### src/rtl/bcd_76entry_if.sv
// Keypad, adder and display signals of the BCD operand-entry controller.
// The ovf signal exists only when BCD76_OVF_DETECT_EN is defined.
interface bcd_76entry_if #(
  parameter int DIGITS = 19
);
  logic                  key_valid;
  logic [4:0]            key_code;
  logic                  key_ready;
  logic [4*DIGITS-1:0]   a;
  logic [4*DIGITS-1:0]   b;
  logic [4*DIGITS-1:0]   s;
  logic [4*DIGITS-1:0]   disp;
  logic [4:0]            digit_count;
  logic [1:0]            state;
  logic                  full;
`ifdef BCD76_OVF_DETECT_EN
  logic                  ovf;

  modport master (
    output key_valid, key_code, s,
    input  key_ready, a, b, disp, digit_count, state, full, ovf
  );

  modport slave (
    input  key_valid, key_code, s,
    output key_ready, a, b, disp, digit_count, state, full, ovf
  );
`else
  modport master (
    output key_valid, key_code, s,
    input  key_ready, a, b, disp, digit_count, state, full
  );

  modport slave (
    input  key_valid, key_code, s,
    output key_ready, a, b, disp, digit_count, state, full
  );
`endif
endinterface

### src/rtl/bcd_76entry.sv
// Keypad operand entry and sum capture for the packed-BCD adder; a key takes effect one cycle after
// acceptance, key_ready drops for SETTLE_CYCLES while the sum settles. Optional ovf: BCD76_OVF_DETECT_EN.
module bcd_76entry #(
  parameter int DIGITS        = 19,
  parameter int SETTLE_CYCLES = 2
) (
  input  logic             clk,
  input  logic             rst_n,
  bcd_76entry_if.slave     bus
);
  localparam int W  = 4 * DIGITS;
  localparam int CW = $clog2(SETTLE_CYCLES + 1);
  localparam logic [4:0] DMAX    = 5'(DIGITS);
  localparam logic [4:0] K_PLUS  = 5'd10;
  localparam logic [4:0] K_EQ    = 5'd11;
  localparam logic [4:0] K_CLEAR = 5'd12;
  localparam logic [4:0] K_BACK  = 5'd13;

  typedef enum logic [1:0] {
    ENTER_A = 2'd0,
    ENTER_B = 2'd1,
    CAPTURE = 2'd2,
    SHOW    = 2'd3
  } state_t;

  state_t          st_q, st_d;
  logic [W-1:0]    a_q, a_d;
  logic [W-1:0]    b_q, b_d;
  logic [W-1:0]    res_q, res_d;
  logic [4:0]      cnt_q, cnt_d;
  logic [CW-1:0]   settle_q, settle_d;
`ifdef BCD76_OVF_DETECT_EN
  logic            ovf_q, ovf_d;
`endif

  logic            acc;
  logic            is_digit;
  logic [3:0]      dig;
  logic [W-1:0]    cur;
  logic [W-1:0]    op_d;

  assign acc      = bus.key_valid && (st_q != CAPTURE);
  assign is_digit = bus.key_code < 5'd10;
  assign dig      = bus.key_code[3:0];
  assign cur      = (st_q == ENTER_B) ? b_q : a_q;

  always_ff @(posedge clk or negedge rst_n) begin
    if (!rst_n) begin
      st_q     <= ENTER_A;
      a_q      <= '0;
      b_q      <= '0;
      res_q    <= '0;
      cnt_q    <= '0;
      settle_q <= '0;
`ifdef BCD76_OVF_DETECT_EN
      ovf_q    <= 1'b0;
`endif
    end else begin
      st_q     <= st_d;
      a_q      <= a_d;
      b_q      <= b_d;
      res_q    <= res_d;
      cnt_q    <= cnt_d;
      settle_q <= settle_d;
`ifdef BCD76_OVF_DETECT_EN
      ovf_q    <= ovf_d;
`endif
    end
  end

  always_comb begin
    st_d     = st_q;
    a_d      = a_q;
    b_d      = b_q;
    res_d    = res_q;
    cnt_d    = cnt_q;
    settle_d = settle_q;
    op_d     = cur;
`ifdef BCD76_OVF_DETECT_EN
    ovf_d    = ovf_q;
`endif

    if (st_q == CAPTURE) begin
      // Sample on the edge the counter would reach zero, so ready is low exactly SETTLE_CYCLES cycles.
      if (settle_q <= CW'(1)) begin
        res_d    = bus.s;
        settle_d = '0;
        st_d     = SHOW;
`ifdef BCD76_OVF_DETECT_EN
        ovf_d    = bus.s < a_q;
`endif
      end else begin
        settle_d = settle_q - CW'(1);
      end
    end else if (acc) begin
      if (bus.key_code == K_CLEAR) begin
        a_d   = '0;
        b_d   = '0;
        res_d = '0;
        cnt_d = '0;
        st_d  = ENTER_A;
`ifdef BCD76_OVF_DETECT_EN
        ovf_d = 1'b0;
`endif
      end else if (st_q == SHOW) begin
        if (is_digit) begin
          a_d   = W'(dig);
          b_d   = '0;
          cnt_d = {4'd0, dig != 4'd0};
          st_d  = ENTER_A;
`ifdef BCD76_OVF_DETECT_EN
          ovf_d = 1'b0;
`endif
        end else if (bus.key_code == K_PLUS) begin
          a_d   = res_q;
          b_d   = '0;
          cnt_d = '0;
          st_d  = ENTER_B;
        end
      end else begin
        if (is_digit) begin
          // Leading zeros are swallowed; a digit beyond capacity is accepted but dropped.
          if (!(cnt_q == 5'd0 && dig == 4'd0) && cnt_q < DMAX) begin
            op_d  = {cur[W-5:0], dig};
            cnt_d = cnt_q + 5'd1;
          end
        end else if (bus.key_code == K_BACK) begin
          if (cnt_q != 5'd0) begin
            op_d  = cur >> 4;
            cnt_d = cnt_q - 5'd1;
          end
        end

        if (st_q == ENTER_B) b_d = op_d;
        else                 a_d = op_d;

        if (bus.key_code == K_PLUS && st_q == ENTER_A) begin
          b_d   = '0;
          cnt_d = '0;
          st_d  = ENTER_B;
        end else if (bus.key_code == K_EQ && st_q == ENTER_B) begin
          settle_d = CW'(SETTLE_CYCLES);
          st_d     = CAPTURE;
        end
      end
    end
  end

  assign bus.key_ready   = (st_q != CAPTURE);
  assign bus.a           = a_q;
  assign bus.b           = b_q;
  assign bus.digit_count = cnt_q;
  assign bus.state       = st_q;
  assign bus.full        = (cnt_q == DMAX);
  assign bus.disp        = (st_q == ENTER_A) ? a_q :
                           (st_q == SHOW)    ? res_q : b_q;
`ifdef BCD76_OVF_DETECT_EN
  assign bus.ovf         = ovf_q;
`endif
endmodule

### src/flat_wrapper.sv
// flat-port wrapper written by rule: the top's interface ports become plain ports
module bcd_76entry_flat 
#(
  parameter int DIGITS        = 19,
  parameter int SETTLE_CYCLES = 2
)
  (clk, rst_n, bus_key_valid, bus_key_code, bus_s, bus_key_ready, bus_a, bus_b, bus_disp, bus_digit_count, bus_state, bus_full);
  bcd_76entry_if #(.DIGITS(DIGITS)) bus_i ();
  input  logic clk;
  input  logic rst_n;
  input wire logic [$bits(bus_i.key_valid)-1:0] bus_key_valid;
  input wire logic [$bits(bus_i.key_code)-1:0] bus_key_code;
  input wire logic [$bits(bus_i.s)-1:0] bus_s;
  output wire logic [$bits(bus_i.key_ready)-1:0] bus_key_ready;
  output wire logic [$bits(bus_i.a)-1:0] bus_a;
  output wire logic [$bits(bus_i.b)-1:0] bus_b;
  output wire logic [$bits(bus_i.disp)-1:0] bus_disp;
  output wire logic [$bits(bus_i.digit_count)-1:0] bus_digit_count;
  output wire logic [$bits(bus_i.state)-1:0] bus_state;
  output wire logic [$bits(bus_i.full)-1:0] bus_full;
  assign bus_i.key_valid = bus_key_valid;
  assign bus_i.key_code = bus_key_code;
  assign bus_i.s = bus_s;
  assign bus_key_ready = bus_i.key_ready;
  assign bus_a = bus_i.a;
  assign bus_b = bus_i.b;
  assign bus_disp = bus_i.disp;
  assign bus_digit_count = bus_i.digit_count;
  assign bus_state = bus_i.state;
  assign bus_full = bus_i.full;
  bcd_76entry #(.DIGITS(DIGITS), .SETTLE_CYCLES(SETTLE_CYCLES)) u_core (.clk(clk), .rst_n(rst_n), .bus(bus_i));
endmodule
### config.mk
export PLATFORM = sky130hd
export DESIGN_NAME = bcd_76entry_flat
export DESIGN_NICKNAME = d
export VERILOG_FILES = /design/src/rtl/bcd_76entry_if.sv /design/src/rtl/bcd_76entry.sv /design/src/flat_wrapper.sv
export SDC_FILE = /design/constraint.sdc
export NUM_CORES = 1
export LEC_CHECK = 0
export ABC_AREA = 1
export CAP_MARGIN = 5
export CELL_PAD_IN_SITES_DETAIL_PLACEMENT = 1
export CELL_PAD_IN_SITES_GLOBAL_PLACEMENT = 2
export CORE_ASPECT_RATIO = 1.4
export CORE_UTILIZATION = 30
export DETAILED_ROUTE_END_ITERATION = 10
export PLACE_DENSITY_LB_ADDON = 0.1
export SLEW_MARGIN = 20
export SYNTH_ARGS = -nofsm -noshare
export SYNTH_HDL_FRONTEND = slang
export SYNTH_SLANG_ARGS = --single-unit
### constraint.sdc
create_clock -name clk -period 4.21 [get_ports clk]
set_input_delay 0.421 -clock clk [delete_from_list [all_inputs] [get_ports clk]]
set_output_delay 0.421 -clock clk [all_outputs]
set_load 0.1 [all_outputs]
Yosys cells after proc, flatten, opt, wreduce, memory -nomap -nowiden
Cells that the tools add are included.
{"block": "classes", "n_reduce_logical": 24, "n_addsub": 3, "eq_ne": 17, "muxes": 46, "magnitude_cmp": 3, "n_bitwise": 1}
{"cell": "76-bit two-way mux", "n": 22}
{"cell": "5-bit two-way mux", "n": 9}
{"cell": "2-bit two-way mux", "n": 15}
{"cell": "5-bit by 4-bit equality test with 1-bit output, second input constant", "n": 4}
{"cell": "5-bit nonzero test", "n": 4}
{"cell": "4-bit AND reduction", "n": 3}
{"cell": "4-bit nonzero test", "n": 2}
{"cell": "2-bit by 1-bit inequality test with 1-bit output, second input constant", "n": 3}
{"cell": "6-bit AND reduction", "n": 1}
{"cell": "2-bit nonzero test", "n": 3}
{"cell": "5-bit by 1-bit adder with 5-bit output, second input constant", "n": 1}
{"cell": "5-bit equality test, second input constant", "n": 1}
{"cell": "1-bit logical AND", "n": 5}
{"cell": "5-bit logical NOT", "n": 1}
{"cell": "5-bit by 4-bit < comparator with 1-bit output, second input constant", "n": 1}
{"cell": "5-bit < comparator, second input constant", "n": 1}
{"cell": "5-bit by 2-bit inequality test with 1-bit output, second input constant", "n": 1}
{"cell": "5-bit inequality test, second input constant", "n": 1}
{"cell": "5-bit AND reduction", "n": 1}
{"cell": "5-bit by 1-bit subtractor with 5-bit output, second input constant", "n": 1}
{"cell": "2-bit equality test, second input constant", "n": 2}
{"cell": "4-bit logical NOT", "n": 1}
{"cell": "2-bit inequality test, second input constant", "n": 2}
{"cell": "4-bit by 2-bit inequality test with 1-bit output, second input constant", "n": 1}
{"cell": "other kinds (8)", "n": 8}
{"block": "word_totals", "out_inout_bits": 237, "input_bits": 84, "elab_cells": 100, "ff_bits": 237}

Longest topological paths before layout
Gate-level depths: netlist of the first run.
{"block": "logic_depth", "ltp_word": 10, "ltp_mapped": 12, "mapped_depth_nobuf": 12}

Worst setup path after synthesis of the first run
No wires, ideal clock.
{"block": "synth_path", "path_type": "flip-flop to output port", "start": "reg u_core.st_q[0], in the netlist u_core.bus.state[0]", "end": "out bus_disp[35]", "required_time_ns": 3.789, "path_stages_with_launch": 6, "path_slack_ns": 0.437, "arrival_ns": 3.352, "cell_sequence": "dfrtp_1 -> nand2_1 -> clkbuf_1 -> clkbuf_1 -> buf_1 -> o221ai_1"}
{"block": "synth_via", "elab_chain_len": 3, "word_cells_on_any_way": 4, "classes_between": "eq/ne (1); mux (2); reduce/logical (1)"}
{"item": "start: declaration", "line": "bcd_76entry.sv:26", "rtl": "state_t st_q, st_d;"}
{"item": "start signal: assignment", "line": "bcd_76entry.sv:59", "rtl": "st_q <= st_d;"}
{"item": "2-bit equality test", "line": "bcd_76entry.sv:156", "rtl": "(st_q == SHOW) ? res_q : b_q;"}
{"item": "76-bit two-way mux", "line": "bcd_76entry.sv:156"}
{"item": "76-bit two-way mux *", "line": "bcd_76entry.sv:155", "rtl": "assign bus.disp = (st_q == ENTER_A) ? a_q :"}
{"item": "end: declaration", "line": "flat_wrapper.sv:17", "rtl": "output wire logic [$bits(bus_i.disp)-1:0] bus_disp;"}
Mark *: on every way between the ends. The rest lies on a longest branch, timed or not.

Final worst setup path of the first run
{"block": "layout_path", "start": "reg u_core.st_q[0], in the netlist u_core.bus.state[0]", "end": "out bus_disp[39]"}
Same word-level chain as after synthesis.

==> flow_summary.yaml, run 1 <==
drt:
  drt_first_pass_iters: 5
  num_vias: 17200
  drtIter0Drc: 812
  ant_nets: 0
  vias_per_cell: 5.38
  drt_wl_total_um: 67900
  wire_per_inst_um: 21.2
  drc: 0
timing:
  setup_viol: 0
  setup_tns_ns: 0
  period_share_pct: 86.4
  report.final.slew_viol_count: 0
  fmax_ghz: 0.275
  holdWs_ns: 0.414
  skew_ns: 0.0183
  period_minus_slack_ns: 3.64
  tightest_slew_ns: 1.10
  hold_viol_final: 0
  slew_headroom_pct: 26.4
  grt_setup_unrepaired: "no"
place:
  dpl.cell_count: 3141
  place.gp.congestion: 0.800
  hpwl_um: 45200
  place_area_mm2: 0.0189
  port_buffers: 320
setup_path:
  worst-setup-path-type: "reg2out"
  endpoint_kind: "primary output"
  cp.depth: 5
  cp_max_fo: 184
  critPathArrivalTime_ns: 3.22
  startpoint: "u_core.bus.state[0]"
  r2r_cells: 8
  cp_cell_sequence: "nand2_4 -> buf_12 -> nand3_1 -> o221ai_1 -> buf_4"
  critical_path_buf_inv_count: 2
  start_kind: "register"
  crit_required_ns: 3.79
  critical_path.top_delay_family: "buffers and inverters"
  crit-reg2reg-launch: "u_core.bus.state[0]"
  cpPeakStageDelay_ns: 0.65
  critPathSlowestCell: "buf_12"
synth:
  synth.cell_area_mm2: 0.0154
  synthDistinctLibCells: 27
  ys_seq_elements: 237
  synth_edf_count: 0
  yosysMostFrequentCell: "nand2_1"
  synthFlopType: "dfrtp_1"
  netlist_top_cells_count: "nand2_1, nand3_1, dfrtp_1"
  yosysSeqAreaShare_pct: 38.4
  synth_top_area_share_pct: 38.4
  synth_warnings: 0
  async_reset_ff_share_pct: 100
  ys_top_cells_by_area: "dfrtp_1, nand3_1, nand2_1, o21ai_0, inv_1"
  synthCells: 2327
  syn_nets: 2416
  synth_area_leader_cell: "dfrtp_1"
  syn_avg_cell_area_um2: 6.63
clock_tree:
  clkTransAtPathRegs_ns: 0.06
  htreeDepth: 1
  cts_resized: 0
  numCtsBuffers: 29
  cts_root_buffer: "clkbuf_16"
  clock-sinks: 237
  post_cts_buffers: 0
  cts_tree: "done"
  worstSkewPairLatency_ns: 0.59
  cts_buffer_depth: 3
grt:
  grt_pass1_wl_um: 108000
  busiest_layer: "met2"
  antenna_found_initial: 0
  grt_max_degree: 185
  grt.total_usage_pct: 25.8
  first_global_vias: 18400
  met2_usage_pct: 45.5
  grt_overflow: 0
  use_met3_pct: 3.46
  grt_use_met1_pct: 32.1
die:
  core_region_area_mm2: 0.0509
  die_h_um: 270
  fp-row-count: 98
  boundaryPins: 321
  die-area_mm2: 0.0523
  initial_core_util_pct: 30.3
  die_x_um: 194
finish:
  drive_gt1_share_pct: 7.11
  area_delta_synth_final_pct: 29.0
  finalNonFillerCells: 3195
  num-fill-cells: 6418
  antenna_cells: 0
  fin_nets: 2612
  design_area_mm2: 0.0199
hold_path:
  hold_depth: 3
  hold_path_class: "in2reg"
  hp-start: "bus_s[10]"
run:
  drv_cap: 0
run_status:
  outcome: "finished, final reports clean"
## layer usage
layer | part of all wire, % | vias to the layer above
met1 | 43 | 8538
met2 | 50 | 426
met4 | 3.0 | 0
met3 | 4.4 | 111
met5 | 0 | -
li1 | - | 8118
## worst paths after layout
kind,to,slack (ns)
worst max-delay path,bus_disp[39],0.57
worst min-delay path,u_core.res_q[10],0.41
worst max register to register,u_core.bus.b[17],1.33
worst min register to register,u_core.settle_q[0],0.49
max in group asynchronous,u_core.res_q[32],2.65
min in group asynchronous,u_core.res_q[66],0.43
## kinds of logic (layout without fill, tap and decap cells)
logic type / count (synthesis) / after routing / synth area share, %
AO/OA/AOI/OAI: 323 / 323 / 12.4
XOR/XNOR: 4 / 4 / 0.227
adder cells (fa/ha/maj): 5 / 5 / 0.454
buffers and inverters: 387 / 605 / 10.1
flip-flops: 237 / 237 / 38.4
AND/OR/NAND/NOR: 1371 / 1371 / 38.4
## through the flow
step	utilization, %	worst slack (ns)
floorplan	-	0.437
global route	39.1	0.488
global placement	37.1	1.14
detailed placement	37.1	1.09
CTS	39.1	0.639
finish	39.1	0.573
## worst reg2reg max path, delay by kind of cell, from the launching register on
kind / cells / cell delay (ns)
buffers and inverters: 1 / 0.32
flip-flops: 1 / 0.50
AND/OR/NAND/NOR: 7 / 2.02
## sequential cells by signal (all words and copies together), names as in the netlist
| register | cells |
|---|---|
| u_core.bus.digit_count | 5 |
| u_core.settle_q | 2 |
| u_core.bus.b | 76 |
| u_core.bus.state | 2 |
| u_core.bus.a | 76 |
| u_core.res_q | 76 |
## final cells by class
class	count	area, um2	share of cell area, %
clock buffer	42	835	4.19
inverter	198	751	3.77
sequential	237	5930	29.8
clock inverter	11	169	0.849
multi-input combinational	1703	8040	40.4
timing repair buffer	354	3360	16.9
tap	650	813	4.09
## cells in the final DEF (no fill, tap or decap), drive strengths merged
master	instances
dfrtp	237
o211ai	1
nand3	584
ha	4
nor2	16
bufinv	4
o21ai	236
xor2	4
nand2	763
clkinv	7
clkbuf	42
clkdlybuf4s50	242
inv	198
nor3	4
fa	1
buf	111
o221ai	76
nand4	4
o31ai	1
dlygate4sd3	1
o22ai	1
a21oi	8
## what timing repair did
item / in CTS / in global routing
hold buffers: 1 / 0
endpoints found under the setup margin: 0 / 0
endpoints found under the hold margin: 92 / 0
Power of run 1 is left out: the tool's default activity adds up to more than one toggle a clock period on the data nets, which glitch-free logic cannot reach.
==> run 2: changes to the inputs <==
- CORE_ASPECT_RATIO: 1.4 -> 0.75
==> run 2 against run 1 <==
Compared with the run above: global-route usage rose by 1.4 points; clock-buffer cell count is 6 lower; worst hold slack improved by 0.011 ns; via count rose by 3.1%; maximum frequency increased by 6.5%; sequential share of layout area about the same; clock skew is 0.0041 ns higher; die area about the same; critical path depth is 1 higher; routed wire length is 6.2% higher; setup slack improved by 0.22 ns.
==> flow_summary.yaml, run 2 (synthesis results as in run 1) <==
clock_tree:
  clkTransAtPathRegs_ns: 0.07
  worstSkewPairLatency_ns: 0.58
  numCtsBuffers: 29
  cts_root_buffer: "clkbuf_16"
  post_cts_buffers: 0
  clock-sinks: 237
  cts_buffer_depth: 3
  htreeDepth: 1
  cts_tree: "done"
timing:
  report.final.slew_viol_count: 0
  slew_headroom_pct: 23.6
  period_minus_slack_ns: 3.41
  period_share_pct: 81.1
  setup_viol: 0
  grt_setup_unrepaired: "no"
  skew_ns: 0.0224
  fmax_ghz: 0.293
  setup_tns_ns: 0
  hold_viol_final: 0
  tightest_slew_ns: 1.14
finish:
  final_cell_mix: "nand2_1, nand3_1, clkdlybuf4s50_1"
  drive_gt1_share_pct: 7.38
  area_delta_synth_final_pct: 29.1
  layout_commonest_cell: "nand2_1"
  fin_nets: 2616
die:
  core_region_area_mm2: 0.0505
  boundaryPins: 321
  initial_core_util_pct: 30.6
  fp-row-count: 71
  die-area_mm2: 0.0523
  die_x_um: 264
  die_h_um: 198
drt:
  drt_first_pass_iters: 5
  vias_per_cell: 5.53
  ant_nets: 0
  drt_wl_total_um: 72100
  drc: 0
  wire_per_inst_um: 22.5
  num_vias: 17700
  drtIter0Drc: 1423
setup_path:
  critical_path.top_delay_family: "buffers and inverters"
  start_kind: "register"
  critPathArrivalTime_ns: 2.99
  worst-setup-path-type: "reg2out"
  crit_path_frequent_cell: "buf_4"
  cpPeakStageDelay_ns: 0.60
  cp_cell_sequence: "nor2_1 -> inv_4 -> buf_4 -> nand3_1 -> o221ai_1 -> buf_4"
  endpoint_kind: "primary output"
  cp_max_fo: 54
  critical_path_buf_inv_count: 3
  critPathSlowestCell: "buf_4"
  crit_required_ns: 3.79
grt:
  grt.total_usage_pct: 27.2
  grt_overflow: 0
  grt_pass1_wl_um: 111000
  antenna_found_initial: 2
  first_global_vias: 18200
  grt_max_degree: 102
place:
  port_buffers: 320
  hpwl_um: 46400
  place.gp.congestion: 0.835
run:
  drv_cap: 0
hold_path:
  hold_path_class: "in2reg"
run_status:
  outcome: "finished, final reports clean"
run 2: cell types whose count changed in the layout (fill, tap and decap cells not counted):
cell / previous run / this run
clkinv_4: 1 / 0
bufinv_16: 4 / 3
inv_8: 1 / 0
buf_12: 7 / 9
clkbuf_1: 7 / 3
clkinvlp_4: 0 / 1
inv_2: 5 / 6
clkinv_2: 6 / 12
diode_2: 0 / 2
clkbuf_8: 6 / 4
buf_4: 103 / 105
run 2: cell type report:
class	instances	area [um2]
multi-input cells	1703	8040
clock inverters	16	161
clock buffers	36	792
fillers	6290	30500
diodes	2	5.00
repair buffers	358	3420
flip-flops and latches	237	5930
well taps	657	822
inverters	198	749
run 2: per-stage QoR:
step | utilization, % | std cells | area, um2 | worst slack, ns | hold slack [ns]
floorplan | - | 2327 | 15400 | 0.437 | 0.125
global placement | 37.5 | 3152 | 18900 | 1.11 | 0.469
detailed placement | 37.5 | 3152 | 18900 | 1.06 | 0.497
CTS | 39.5 | 3205 | 19900 | 0.768 | 0.394
global route | 39.5 | 3207 | 19900 | 0.590 | 0.407
finish | 39.5 | 3207 | 19900 | 0.796 | 0.425
run 2: path summary, 6_finish.rpt:
path / start / to / slack, ns / cells after the start
worst max-delay path: u_core.bus.state[0] / bus_disp[38] / 0.80 / 6
worst min-delay path: bus_s[21] / u_core.res_q[21] / 0.43 / 3
worst max register to register: u_core.bus.state[0] / u_core.bus.b[43] / 1.16 / 9
worst min register to register: u_core.settle_q[0] / u_core.settle_q[0] / 0.51 / 1
max in group asynchronous: rst_n / u_core.bus.a[32] / 2.55 / 3
min in group asynchronous: rst_n / u_core.res_q[9] / 0.51 / 2
run 2: timing repair:
item                      4_1_cts  5_1_grt
hold buffers                    1        0
gates resized for setup         0        0
hold endpoints to repair       96        0
run 2: worst reg2reg max path, cell delays in order, from the launching register on:
cell and delay [ns]:
dfrtp_1 0.57, nor2_1 0.13, inv_4 0.36, nand2_1 0.34
nand2_1 0.19, nand2_1 0.17, nor3_4 0.69, buf_12 0.34
nand2_1 0.13, nand2_1 0.07
run 2: layer usage:
layer  global-route usage [%]  vias to the layer above  part of all wire [%]
met1                     40.3                     8891                    49
met4                     6.52                        0                   1.9
met5                        0                        -                     0
li1                         -                     8141                     -
met3                     3.71                       81                   5.8
met2                     41.5                      614                    43
Power of run 2 is left out for the same reason.
